==> src/rtl/load_store_pkg.sv <==
// Purpose: shared defaults and the arbiter mode/state encoding for the load/store arbiter slice.
// Latency: n/a (types and constants only).
// Backpressure: n/a.
package load_store_pkg;

  localparam int N_DEF     = 1250;  // volume capacity (full level)
  localparam int CBITS_DEF = 11;    // volume width, 2**CBITS > N
  localparam int BURST_DEF = 16;    // max grant length while the other side waits

  // Encoding is visible on the mode output: IDLE=0, FILL=1, DRAIN=2; 3 unused.
  typedef enum logic [1:0] {
    MODE_IDLE  = 2'd0,
    MODE_FILL  = 2'd1,
    MODE_DRAIN = 2'd2
  } mode_t;

endpackage

==> src/rtl/load_store_arbiter_if.sv <==
// Purpose: request/grant bundle between fill/drain requesters and the arbiter, plus volume status.
// Latency: wires only.
// Backpressure: grants are the only flow control; requests are level-sensitive.
// Ports: fill_req/drain_req (requesters -> arbiter); fill_gnt/drain_gnt, vol, full, empty, mode
//        (arbiter -> requesters).
interface load_store_arbiter_if
  import load_store_pkg::*;
#(
  parameter int CBITS = CBITS_DEF
) ();

  logic             fill_req;
  logic             drain_req;
  logic             fill_gnt;
  logic             drain_gnt;
  logic [CBITS-1:0] vol;
  logic             full;
  logic             empty;
  mode_t            mode;

  // Requester side.
  modport master (
    output fill_req, drain_req,
    input  fill_gnt, drain_gnt, vol, full, empty, mode
  );

  // Arbiter side.
  modport slave (
    input  fill_req, drain_req,
    output fill_gnt, drain_gnt, vol, full, empty, mode
  );

endinterface

==> src/rtl/load_store_arbiter_vol_counter.sv <==
// Purpose: saturating up/down volume counter with full/empty decode.
// Latency: vol updates one clk after inc/dec; full/empty are combinational from registered vol.
// Backpressure: inc at N and dec at 0 are ignored (no wrap).
// Ports: clk, rst (async active-low); inc, dec in; vol, full, empty out.
module vol_counter
  import load_store_pkg::*;
#(
  parameter int N     = N_DEF,
  parameter int CBITS = CBITS_DEF
) (
  input  logic             clk,
  input  logic             rst,
  input  logic             inc,
  input  logic             dec,
  output logic [CBITS-1:0] vol,
  output logic             full,
  output logic             empty
);

  assign full  = (vol == CBITS'(N));
  assign empty = (vol == '0);

  always_ff @(posedge clk or negedge rst) begin
    if (!rst) begin
      vol <= '0;
    end else if (inc && !full) begin
      vol <= vol + 1'b1;
    end else if (dec && !empty) begin
      vol <= vol - 1'b1;
    end
  end

endmodule

==> src/rtl/load_store_arbiter.sv <==
// Purpose: round-robin fill/drain arbiter with burst limit, turnaround cycle and volume tracking.
// Latency: request sampled in IDLE at edge t -> grant after t; first vol change at edge t+1.
// Backpressure: grant ends on request drop, full/empty, or BURST transfers while the other side waits.
// Ports: clk, rst (async active-low); bus (slave modport): fill_req, drain_req in;
//        fill_gnt, drain_gnt, vol, full, empty, mode out.
module load_store_arbiter
  import load_store_pkg::*;
#(
  parameter int N     = N_DEF,
  parameter int CBITS = CBITS_DEF,
  parameter int BURST = BURST_DEF
) (
  input  logic                clk,
  input  logic                rst,
  load_store_arbiter_if.slave bus
);

  localparam int            BW         = $clog2(BURST + 1);
  localparam logic [BW-1:0] BURST_MAX  = BW'(BURST);
  localparam logic [BW-1:0] BURST_LAST = BW'(BURST - 1);

  mode_t         state_q, state_d;
  mode_t         last_q, last_d;
  logic [BW-1:0] burst_q, burst_d;
  logic          inc, dec;
  logic          fill_ok, drain_ok;

  assign fill_ok  = bus.fill_req  && !bus.full;
  assign drain_ok = bus.drain_req && !bus.empty;
  assign bus.mode = state_q;

  always_comb begin
    state_d = state_q;
    last_d  = last_q;
    burst_d = burst_q;
    inc     = 1'b0;
    dec     = 1'b0;
    case (state_q)
      MODE_IDLE: begin
        burst_d = '0;
        if (fill_ok && drain_ok) begin
          // Tie goes to whichever side did not win last time.
          state_d = (last_q == MODE_FILL) ? MODE_DRAIN : MODE_FILL;
        end else if (fill_ok) begin
          state_d = MODE_FILL;
        end else if (drain_ok) begin
          state_d = MODE_DRAIN;
        end
        if (state_d != MODE_IDLE) last_d = state_d;
      end
      MODE_FILL: begin
        if (!bus.fill_req || bus.full) begin
          state_d = MODE_IDLE;
        end else begin
          inc = 1'b1;
          if (burst_q != BURST_MAX) burst_d = burst_q + 1'b1;
          // Count saturates at BURST, so a drain request arriving late still
          // ends the grant on the very next increment.
          if (bus.vol == CBITS'(N - 1)) begin
            state_d = MODE_IDLE;
          end else if (bus.drain_req && burst_q >= BURST_LAST) begin
            state_d = MODE_IDLE;
          end
        end
      end
      MODE_DRAIN: begin
        if (!bus.drain_req || bus.empty) begin
          state_d = MODE_IDLE;
        end else begin
          dec = 1'b1;
          if (burst_q != BURST_MAX) burst_d = burst_q + 1'b1;
          if (bus.vol == CBITS'(1)) begin
            state_d = MODE_IDLE;
          end else if (bus.fill_req && burst_q >= BURST_LAST) begin
            state_d = MODE_IDLE;
          end
        end
      end
      default: state_d = MODE_IDLE;
    endcase
  end

  always_ff @(posedge clk or negedge rst) begin
    if (!rst) begin
      state_q       <= MODE_IDLE;
      last_q        <= MODE_DRAIN;  // fill wins the first tie
      burst_q       <= '0;
      bus.fill_gnt  <= 1'b0;
      bus.drain_gnt <= 1'b0;
    end else begin
      state_q       <= state_d;
      last_q        <= last_d;
      burst_q       <= burst_d;
      bus.fill_gnt  <= (state_d == MODE_FILL);
      bus.drain_gnt <= (state_d == MODE_DRAIN);
    end
  end

  vol_counter #(
    .N     (N),
    .CBITS (CBITS)
  ) u_vol (
    .clk   (clk),
    .rst   (rst),
    .inc   (inc),
    .dec   (dec),
    .vol   (bus.vol),
    .full  (bus.full),
    .empty (bus.empty)
  );

endmodule

==> src/flat_wrapper.sv <==
// flat-port wrapper written by rule: the top's interface ports become plain ports
module load_store_arbiter_flat import load_store_pkg::*;
#(
  parameter int N     = N_DEF,
  parameter int CBITS = CBITS_DEF,
  parameter int BURST = BURST_DEF
)
  (clk, rst, bus_fill_req, bus_drain_req, bus_fill_gnt, bus_drain_gnt, bus_vol, bus_full, bus_empty, bus_mode);
  load_store_arbiter_if #(.CBITS(CBITS)) bus_i ();
  input  logic clk;
  input  logic rst;
  input wire logic [$bits(bus_i.fill_req)-1:0] bus_fill_req;
  input wire logic [$bits(bus_i.drain_req)-1:0] bus_drain_req;
  output wire logic [$bits(bus_i.fill_gnt)-1:0] bus_fill_gnt;
  output wire logic [$bits(bus_i.drain_gnt)-1:0] bus_drain_gnt;
  output wire logic [$bits(bus_i.vol)-1:0] bus_vol;
  output wire logic [$bits(bus_i.full)-1:0] bus_full;
  output wire logic [$bits(bus_i.empty)-1:0] bus_empty;
  output wire logic [$bits(bus_i.mode)-1:0] bus_mode;
  assign bus_i.fill_req = bus_fill_req;
  assign bus_i.drain_req = bus_drain_req;
  assign bus_fill_gnt = bus_i.fill_gnt;
  assign bus_drain_gnt = bus_i.drain_gnt;
  assign bus_vol = bus_i.vol;
  assign bus_full = bus_i.full;
  assign bus_empty = bus_i.empty;
  assign bus_mode = bus_i.mode;
  load_store_arbiter #(.N(N), .CBITS(CBITS), .BURST(BURST)) u_core (.clk(clk), .rst(rst), .bus(bus_i));
endmodule
==> config.mk <==
export PLATFORM = sky130hd
export DESIGN_NAME = load_store_arbiter_flat
export DESIGN_NICKNAME = d
export VERILOG_FILES = /design/src/rtl/load_store_pkg.sv /design/src/rtl/load_store_arbiter_if.sv /design/src/rtl/load_store_arbiter_vol_counter.sv /design/src/rtl/load_store_arbiter.sv /design/src/flat_wrapper.sv
export SDC_FILE = /design/constraint.sdc
export NUM_CORES = 1
export LEC_CHECK = 0
export ABC_AREA = 1
export BUFFER_PORTS_ARGS = -buffer_cell sky130_fd_sc_hd__buf_4
export CAP_MARGIN = 20
export CORE_AREA = 2 2 58 60
export DETAILED_ROUTE_END_ITERATION = 6
export DIE_AREA = 0 0 60 62
export PLACE_DENSITY = 0.8
export RECOVER_POWER = 25
export SYNTH_ARGS = -nofsm -noshare
export SYNTH_HDL_FRONTEND = slang
export SYNTH_HIERARCHICAL = 1
export SYNTH_SLANG_ARGS = --single-unit
export TNS_END_PERCENT = 20
==> constraint.sdc <==
create_clock -name clk -period 5.45 [get_ports clk]
set_clock_uncertainty 0.1 [all_clocks]
set_input_delay 0.2725 -clock clk [delete_from_list [all_inputs] [get_ports clk]]
set_output_delay 0.2725 -clock clk [all_outputs]
set_load 0.03 [all_outputs]
==> metrics.txt, run 1 <==
Multi-input gate area about 0.0011 mm^2; Finished Layout Cells around 330; most numerous cell on the critical path sky130_fd_sc_hd__nand2_1; global-route usage over all layers a little over a fifth; number of remaining DRC errors 0; commonest cells after routing, fill and taps aside sky130_fd_sc_hd__nand2_1, sky130_fd_sc_hd__inv_1, sky130_fd_sc_hd__nor2_1; Post-Syn Area 0.00180 mm^2; RSZ-0062 raised after global routing no; Clock Latency Late Sink slightly above 300 ps; hold violation total from the final report 0; dominant synthesized flop cell sky130_fd_sc_hd__dfrtp_1; DP HPWL around 2800 um; Crit Path Max Fanout 12; height of the die 62 um; nature of the critical path endpoint flop; status finished clean; class of the worst hold path in2reg; CP Data Required Time 5560 ps; Worst Path Arrival about 2900 ps; global-route congestion overflow total 0; worst vdd ir approximately 400 uV; final-stage net count between 300 and 400; first-pass GRT wire length between 5000 and 6000 um; number of cells on the critical path 15; number of synthesized flops with an enable pin 0; count of final setup violators 0; Sum Neg Setup Slack 0 ps; FF/Latch Area 552 um^2; series of cell instances along the critical path inv_1 > nand2_1 > nor4_1 > inv_1 > nand2_1 > nor2_1 > nand2_4 > ha_1 > nand2_1 > nand2_1 > or2_1 > inv_1 > o21ai_0 > nor2_1 > o21ai_2; cell class contributing the biggest share of worst-path delay simple AND/OR/NAND/NOR gates; final antenna-violating net count 0; share of flip-flops with an asynchronous set or reset between 90% and 100%; clock-pin slew of the registers on the worst-case setup and hold paths 120 ps; Max-Slew Margin vs Limit between 15 and 20%; maximum operating frequency around 360 MHz; via/cell ratio 4.95; part of the Yosys area used for sequential elements 30.6%; vias in the first global route 1,396; initial cell density of the core 56.7%; kind of critical path reg2reg; instance count of the mapped netlist 255; number of buffers added by the clock tree synthesis step 3; number of antenna violations at the first check in global routing 0; count of buffer and inverter cells on the critical path 3; IO Port Bufs 20; area enclosed by the die boundary 0.00372 mm^2; # Max-Cap Violations 0; number of diodes 0; Yosys warning count 6; fraction of layout cells with a size suffix above 1 ~14%; placer's final routability congestion estimate 0.903; share of the core filled with cells in the final layout 63.8%; Clock Path Buffers 2; flip-flop and latch count after synthesis 22; cell count after placement 320; routed via count 1,608; standard-cell rows 21; wire per inst approximately 11 um; Slowest cell on crit path sky130_fd_sc_hd__dfrtp_1; commonest non-fill, non-tap cell in the layout sky130_fd_sc_hd__nand2_1; Syn-to-layout area delta 12.5%; ratio of final minimum period to clock period between 50% and 60%; I/O pin count 21; root buffer cell sky130_fd_sc_hd__clkbuf_4; crit-path max cell delay approximately 490 ps; filler cell count 282; level count of the clock H-tree 1; die extent in x about 60 um; synthesized netlist net count about 280; number of library cell types mapped by synthesis 33; startpoint type of the worst setup path flop; starting DRC count in detailed routing 72; LEAKAGE 1.08 nW; WHS Path Cells 7; CTS tree yes; FF-to-FF path depth 15; time the worst path needs with I/O delays and setup ~2800 ps; final number of max-transition violations 0; Least-Margin Pin Slew 1230 ps; pin count of the biggest net entering global routing 23; power per standard cell area 641 mW/mm^2; total routed wirelength 3600 um; total core area 0.00318 mm^2; Pre-antenna DRT Iters 4; average cell area after synthesis 7.07 um^2; post-route total power between 1 and 1.5 mW; CTS sink cnt 22
final cells by class:
type	instances	area share (%)
flip-flops and latches	22	27.2
inverters	40	7.65
multi-input cells	192	53.3
repair buffers	21	7.71
well taps	46	2.84
clock buffers	4	1.30
layer usage:
| metal | global-route usage, % | vias up | wire, um | part of all wire, % |
|---|---|---|---|---|
| li1 | - | 848 | - | - |
| met1 | 25.6 | 742 | 1720 | 48 |
| met2 | 37.0 | 16 | 1760 | 49 |
| met3 | 3.52 | 2 | 89 | 2.5 |
| met4 | 7.62 | 0 | 28 | 0.78 |
| met5 | 0 | - | 0 | 0 |
sequential cells by signal, indices dropped and copies added, names as in the netlist:
register	count
u_core/u_vol/vol	11
u_core/bus.mode	2
u_core/burst_q	5
u_core/bus.fill_gnt	1
u_core/last_q	2
u_core/bus.drain_gnt	1
power by group:
part           switching, mW  internal, mW  leakage (nW)
sequential            0.0916         0.231         0.277
combinational          0.557         0.342         0.785
clock                 0.0497        0.0285        0.0150
total                  0.698         0.602          1.08
cell usage after synthesis (2+ instances only):
cell,n,share of area [%]
sky130_fd_sc_hd__nand3b_1,2,0.83
sky130_fd_sc_hd__a31oi_1,2,0.69
sky130_fd_sc_hd__dfrtp_1,21,29
sky130_fd_sc_hd__xnor2_1,4,1.9
sky130_fd_sc_hd__ha_1,16,11
sky130_fd_sc_hd__nand2_2,2,0.69
sky130_fd_sc_hd__nor2_1,33,6.9
sky130_fd_sc_hd__nand2_1,80,17
sky130_fd_sc_hd__a21oi_1,5,1.4
sky130_fd_sc_hd__o211ai_1,2,0.83
sky130_fd_sc_hd__nor2_4,2,1.2
sky130_fd_sc_hd__inv_1,38,7.9
sky130_fd_sc_hd__o21ai_2,6,2.9
sky130_fd_sc_hd__nand3_1,16,4.4
sky130_fd_sc_hd__o21ai_0,7,1.9
sky130_fd_sc_hd__xor2_1,2,0.97
metrics by stage:
| stage | hold slack [ps] | instance area, um^2 | worst slack [ps] |
|---|---|---|---|
| floorplan | -123 | 1800 | 1990 |
| global placement | 81.3 | 2000 | 2780 |
| detailed placement | 82.2 | 2000 | 2700 |
| CTS | 270 | 2030 | 2660 |
| global route | 386 | 2030 | 2300 |
| finish | 360 | 2030 | 2650 |
path summary, 6_finish.rpt:
check | startpoint | to | slack, ps
setup / recovery | u_core/u_vol/vol[0] | u_core/u_vol/vol[6] | 2650
hold / removal | bus_fill_req | u_core/bus.fill_gnt | 360
setup reg to reg | u_core/u_vol/vol[0] | u_core/u_vol/vol[6] | 2650
hold reg to reg | u_core/last_q[1] | u_core/last_q[1] | 380
max in group asynchronous | rst | u_core/u_vol/vol[6] | 3890
min in group asynchronous | rst | u_core/last_q[0] | 640
kinds of logic after synthesis:
kind of cell / count (synthesis) / share of synthesized area (%)
AO/OA/AOI/OAI: 26 / 9.58
XOR/XNOR: 6 / 2.91
adder cells (fa/ha/maj): 17 / 12.2
buffers and inverters: 41 / 9.44
flip-flops: 22 / 30.6
AND/OR/NAND/NOR: 143 / 35.3
worst register-to-register path, cell delays in order (launching register included):
cell                      delay, ps
sky130_fd_sc_hd__dfrtp_1        490
sky130_fd_sc_hd__inv_1           90
sky130_fd_sc_hd__nand2_1         80
sky130_fd_sc_hd__nor4_1         370
sky130_fd_sc_hd__inv_1           70
sky130_fd_sc_hd__nand2_1        110
sky130_fd_sc_hd__nor2_1         100
sky130_fd_sc_hd__nand2_4        190
sky130_fd_sc_hd__ha_1           320
sky130_fd_sc_hd__nand2_1         80
sky130_fd_sc_hd__nand2_1         60
sky130_fd_sc_hd__or2_1          260
sky130_fd_sc_hd__inv_1           70
sky130_fd_sc_hd__o21ai_0        100
sky130_fd_sc_hd__nor2_1         150
sky130_fd_sc_hd__o21ai_2         70
repair_timing:
action                     CTS  global route
setup endpoints to repair    0             0
hold endpoints to repair    21             0
gates resized for setup      0             0
buffers inserted             0             0
hold buffers                 1             0
Power figures use the tool's default switching activity.
==> inputs of run 2 (changes only) <==
- CORE_AREA: 2 2 58 60 -> 2 2 59 61
- DIE_AREA: 0 0 60 62 -> 0 0 61 63
- PLACE_DENSITY: 0.8 -> 0.78
- clock period: 5.45 -> 2.6 ns (I/O delays scaled with it)
==> metrics.txt, run 2 (synthesis results as in run 1) <==
status finished clean; Sum Neg Setup Slack 0 ps; count of buffer and inverter cells on the critical path 3; root buffer cell sky130_fd_sc_hd__clkbuf_4; count of final setup violators 0; global-route congestion overflow total 0; standard-cell rows 21; Multi-input gate area between 0.001 and 0.0015 mm^2; CP Data Required Time 2740 ps; ratio of final minimum period to clock period 95.3%; total core area 0.00323 mm^2; FF/Latch Area 562 um^2; Clock Path Buffers 2; final-stage net count 318; series of cell instances along the critical path nand3_2 > nor4_4 > inv_1 > nand2_2 > nor2_4 > nand2_8 > fa_2 > inv_2 > nor2_1 > or2_1 > inv_1 > o21ai_1 > nand2_1 > nand2_1 > o21ai_2; time the worst path needs with I/O delays and setup 2480 ps; worst vdd ir 795 uV; routed via count 1,772; first-pass GRT wire length 6620 um; register ranked first by flip-flop count u_core/u_vol/vol; Worst Path Arrival 2620 ps; hold violation total from the final report 0; commonest non-fill, non-tap cell in the layout sky130_fd_sc_hd__nand2_1; post-route standard cell area excluding fillers 0.00233 mm^2; Clock Latency Late Sink 300 ps; Finished Layout Cells 342; nature of the critical path endpoint flop; IO Port Bufs 20; crit-path max cell delay approximately 440 ps; total routed wirelength 4260 um; RSZ-0062 raised after global routing no; initial cell density of the core a little under three fifths; # Max-Cap Violations 0; startpoint type of the worst setup path flop; wire per inst 12.5 um; pin count of the biggest net entering global routing 23; clock-pin slew of the registers on the worst-case setup and hold paths 120 ps; filler cell count about 270; vias in the first global route 1,605; power per standard cell area 1370 mW/mm^2; DP HPWL 3130 um; number of remaining DRC errors 0; height of the die 63 um; Max-Slew Margin vs Limit about a fifth; final number of max-transition violations 0; kind of critical path reg2reg; Crit Path Max Fanout 6; commonest cells after routing, fill and taps aside sky130_fd_sc_hd__nand2_1, sky130_fd_sc_hd__inv_1, sky130_fd_sc_hd__buf_4; class of the worst hold path in2reg; number of diodes 0; starting DRC count in detailed routing 77; placer's final routability congestion estimate 0.878; Syn-to-layout area delta 29.1%; maximum operating frequency between 400 and 500 MHz; number of antenna violations at the first check in global routing 0; Slowest cell on crit path sky130_fd_sc_hd__dfrtp_2; die extent in x roughly 61 um; fraction of layout cells with a size suffix above 1 29.4%; via/cell ratio 5.18; area enclosed by the die boundary 0.00384 mm^2; max FFs per register 11; CTS tree yes; Pre-antenna DRT Iters 4; CTS sink cnt 22; cell class contributing the biggest share of worst-path delay simple AND/OR/NAND/NOR gates; Placed Area between 0.002 and 0.0025 mm^2; final antenna-violating net count 0; global-route usage over all layers 22.4%; LEAKAGE 1.17 nW; registers with the highest flip-flop counts u_core/u_vol/vol x11, u_core/burst_q x5; I/O pin count 21; Least-Margin Pin Slew 1200 ps; cell count after placement 334; level count of the clock H-tree 1; number of buffers added by the clock tree synthesis step 3
run 2: cell types whose count changed in the layout (fill, tap and decap cells not counted), moves of 2 or more:
cell,before,now
sky130_fd_sc_hd__nand2_1,80,74
sky130_fd_sc_hd__ha_1,16,8
sky130_fd_sc_hd__a21oi_1,5,3
sky130_fd_sc_hd__dfrtp_2,0,8
sky130_fd_sc_hd__nor2_1,33,31
sky130_fd_sc_hd__ha_4,0,7
sky130_fd_sc_hd__nor2_4,2,4
sky130_fd_sc_hd__dfrtp_1,21,13
sky130_fd_sc_hd__buf_4,19,35
sky130_fd_sc_hd__a21oi_2,0,2
sky130_fd_sc_hd__nand2_2,2,8
run 2: final cells by class:
| class | instances | area share, % |
|---|---|---|
| clock buffers | 4 | 1.13 |
| repair buffers | 37 | 11.9 |
| well taps | 46 | 2.47 |
| flip-flops and latches | 22 | 24.1 |
| inverters | 40 | 6.66 |
| multi-input cells | 193 | 53.7 |
run 2: power breakdown:
part           total [mW]  switching (mW)  internal [mW]  leakage (nW)
clock               0.164           0.105         0.0598        0.0150
sequential          0.586          0.0895          0.496         0.268
combinational        2.45            1.45           1.00         0.883
run 2: stage by stage:
step | total power [mW] | worst slack, ps | util (%) | hold WS (ps)
after floorplan | 2.23 | -152 | - | -266
after global placement | 2.81 | 46.3 | 67.7 | -63.8
after detailed placement | 2.85 | 17.9 | 67.7 | -65.9
after CTS | 3.03 | 18.7 | 68.9 | 136
after global routing | 3.49 | 2.81 | 72.0 | 241
final | 3.20 | 123 | 72.0 | 197
run 2: worst reg2reg max path: cells and delay by family, from the launching register on:
kind | cells | cell delay [ps]
AOI/OAI and AO/OA | 2 | 200
adders and majority gates | 1 | 380
buffers and inverters | 3 | 230
DFF | 1 | 440
and+or+nand+nor | 9 | 1070
run 2: what timing repair did:
item	CTS	global route
setup endpoints to repair	1	7
resized for setup	1	15
pin swaps	0	4
setup buffers	0	2
hold buffers	1	0
gates cloned	0	1
hold endpoints to repair	22	0
run 2: path summary, 6_finish.rpt:
check / from / endpoint / slack (ps) / cells after the start
min in group asynchronous: rst / u_core/u_vol/vol[5] / 500 / 2
min reg2reg: u_core/last_q[1] / u_core/last_q[1] / 370 / 2
min: bus_drain_req / u_core/last_q[0] / 200 / 6
max reg2reg: u_core/u_vol/vol[6] / u_core/u_vol/vol[6] / 120 / 15
max: u_core/u_vol/vol[6] / u_core/u_vol/vol[6] / 120 / 15
max in group asynchronous: rst / u_core/u_vol/vol[9] / 1110 / 2
run 2: layer usage:
metal	share of wire, %	GRT usage [%]
met5	0	0
met2	53	39.4
met3	3.4	1.86
met1	41	27.5
met4	1.9	8.42
==> inputs of run 3 (changes only) <==
- SETUP_SLACK_MARGIN: default -> 0.5
==> metrics.txt, run 3 (synthesis results as in run 1) <==
status finished clean; hold violation total from the final report 0; final antenna-violating net count 0; routed via count 1,914; power per standard cell area 1510 mW/mm^2; RSZ-0062 raised after global routing yes; Least-Margin Pin Slew 1190 ps; crit-path max cell delay between 400 and 500 ps; IO Port Bufs 20; vias in the first global route between 1,500 and 2,000; level count of the clock H-tree 1; height of the die about 63 um; placement-stage worst setup slack 2.70 ps; commonest cells after routing, fill and taps aside sky130_fd_sc_hd__nand2_1, sky130_fd_sc_hd__buf_4, sky130_fd_sc_hd__inv_1; series of cell instances along the critical path nor2_4 > nand2_2 > nor4_4 > inv_1 > nand2_2 > nor2_4 > nand2_8 > fa_2 > inv_2 > nor2_1 > or2_4 > inv_2 > o21ai_2 > nor2_1 > o21ai_2; ratio of final minimum period to clock period around 93%; Finished Layout Cells around 360; first-pass GRT wire length 8100 um; I/O pin count 21; die extent in x roughly 60 um; FF-to-FF path depth 15; WHS Path Cells 6; global-route congestion overflow total 0; LEAKAGE around 1.3 nW; via/cell ratio 5.36; DP HPWL 3130 um; commonest non-fill, non-tap cell in the layout sky130_fd_sc_hd__nand2_1; Crit Path Max Fanout 6; standard-cell rows 21; global-route usage over all layers 27.9%; share of the core filled with cells in the final layout 78.9%; fraction of layout cells with a size suffix above 1 38.6%; Pre-antenna DRT Iters 5; startpoint type of the worst setup path flop; Max-Slew Margin vs Limit 20.9%; CTS tree yes; kind of critical path reg2reg; Worst Path Arrival roughly 2600 ps; starting DRC count in detailed routing 97; filler cell count 229; number of diodes 0; post-route standard cell area excluding fillers approximately 0.0025 mm^2; count of final setup violators 0; wire per inst roughly 15 um; registers with the highest flip-flop counts u_core/u_vol/vol x11, u_core/burst_q x5; pin count of the biggest net entering global routing 23; post-route total power ~3.8 mW; nature of the critical path endpoint flop; worst-case setup margin in the final layout 174 ps; total core area 0.00323 mm^2; time the worst path needs with I/O delays and setup 2430 ps; final-stage net count 333; cell class contributing the biggest share of worst-path delay simple AND/OR/NAND/NOR gates; clock-pin slew of the registers on the worst-case setup and hold paths 130 ps; area enclosed by the die boundary 0.00384 mm^2; number of cells on the critical path 15; number of buffers added by the clock tree synthesis step 3; Syn-to-layout area delta 41.4%; Clock Path Buffers 2; final number of max-transition violations 0; number of remaining DRC errors 0; class of the worst hold path in2reg; # Max-Cap Violations 0; CTS sink cnt 22; worst vdd ir 1090 uV; maximum operating frequency 412 MHz; max FFs per register 11; total routed wirelength 5210 um; placer's final routability congestion estimate 0.868; number of antenna violations at the first check in global routing 0; initial cell density of the core 55.8%; Slowest cell on crit path sky130_fd_sc_hd__dfrtp_2; register ranked first by flip-flop count u_core/u_vol/vol; Placed Area 0.00219 mm^2; Clock Latency Late Sink 330 ps; count of buffer and inverter cells on the critical path 3; CP Data Required Time ~2700 ps; root buffer cell sky130_fd_sc_hd__clkbuf_4; cell count after placement approximately 330
run 3: final cells by class:
| class | instances | area, um^2 | share of cell area [%] |
|---|---|---|---|
| Inverter | 40 | 155 | 6.08 |
| Sequential cell | 22 | 562 | 22.0 |
| Multi-Input combinational cell | 193 | 1330 | 52.3 |
| Clock inverter | 1 | 30.0 | 1.18 |
| Tap cell | 46 | 57.6 | 2.26 |
| Timing Repair Buffer | 52 | 389 | 15.3 |
| Clock buffer | 3 | 22.5 | 0.883 |
run 3: per-stage QoR:
step,setup TNS (ps),hold WS (ps)
finish,0,214
global route,-9.13,231
detailed placement,0,-66.9
global placement,0,-65.3
floorplan,-698,-266
CTS,0,108
run 3: worst paths after layout:
path,endpoint,startpoint,slack [ps]
max in group asynchronous,u_core/u_vol/vol[9],rst,1160
worst min-delay path,u_core/last_q[0],bus_drain_req,210
min in group asynchronous,u_core/u_vol/vol[3],rst,440
worst max-delay path,u_core/u_vol/vol[6],u_core/u_vol/vol[8],170
worst max register to register,u_core/u_vol/vol[6],u_core/u_vol/vol[8],170
worst min register to register,u_core/last_q[1],u_core/last_q[1],370
run 3: what timing repair did:
item                                    4_1_cts  5_1_grt
hold buffers                                  1        0
endpoints found under the hold margin        22        0
pin swaps                                    20       10
endpoints found under the setup margin        9       14
gates cloned                                  1        0
buffers inserted                             11        6
resized for setup                            24       14
run 3: worst reg2reg max path: stages, from the launching register on:
cell                      delay [ps]
sky130_fd_sc_hd__dfrtp_2         410
sky130_fd_sc_hd__nor2_4           50
sky130_fd_sc_hd__nand2_2         100
sky130_fd_sc_hd__nor4_4           40
sky130_fd_sc_hd__inv_1            70
sky130_fd_sc_hd__nand2_2          70
sky130_fd_sc_hd__nor2_4          210
sky130_fd_sc_hd__nand2_8         130
sky130_fd_sc_hd__fa_2            380
sky130_fd_sc_hd__inv_2            80
sky130_fd_sc_hd__nor2_1           50
sky130_fd_sc_hd__or2_4           260
sky130_fd_sc_hd__inv_2            80
sky130_fd_sc_hd__o21ai_2          60
sky130_fd_sc_hd__nor2_1          160
sky130_fd_sc_hd__o21ai_2          90
run 3: routing by layer:
metal / track usage, % / part of all wire [%] / vias to the layer above
li1: - / - / 912
met1: 31.8 / 39 / 886
met2: 48.4 / 51 / 84
met3: 2.48 / 4.0 / 32
met4: 16.3 / 5.2 / 0
met5: 0 / 0 / -
run 3: report_power, final:
part           internal [mW]  switching, mW
Clock                  0.156          0.113
Sequential             0.497          0.107
Combinational           1.25           1.71
Total                   1.91           1.93
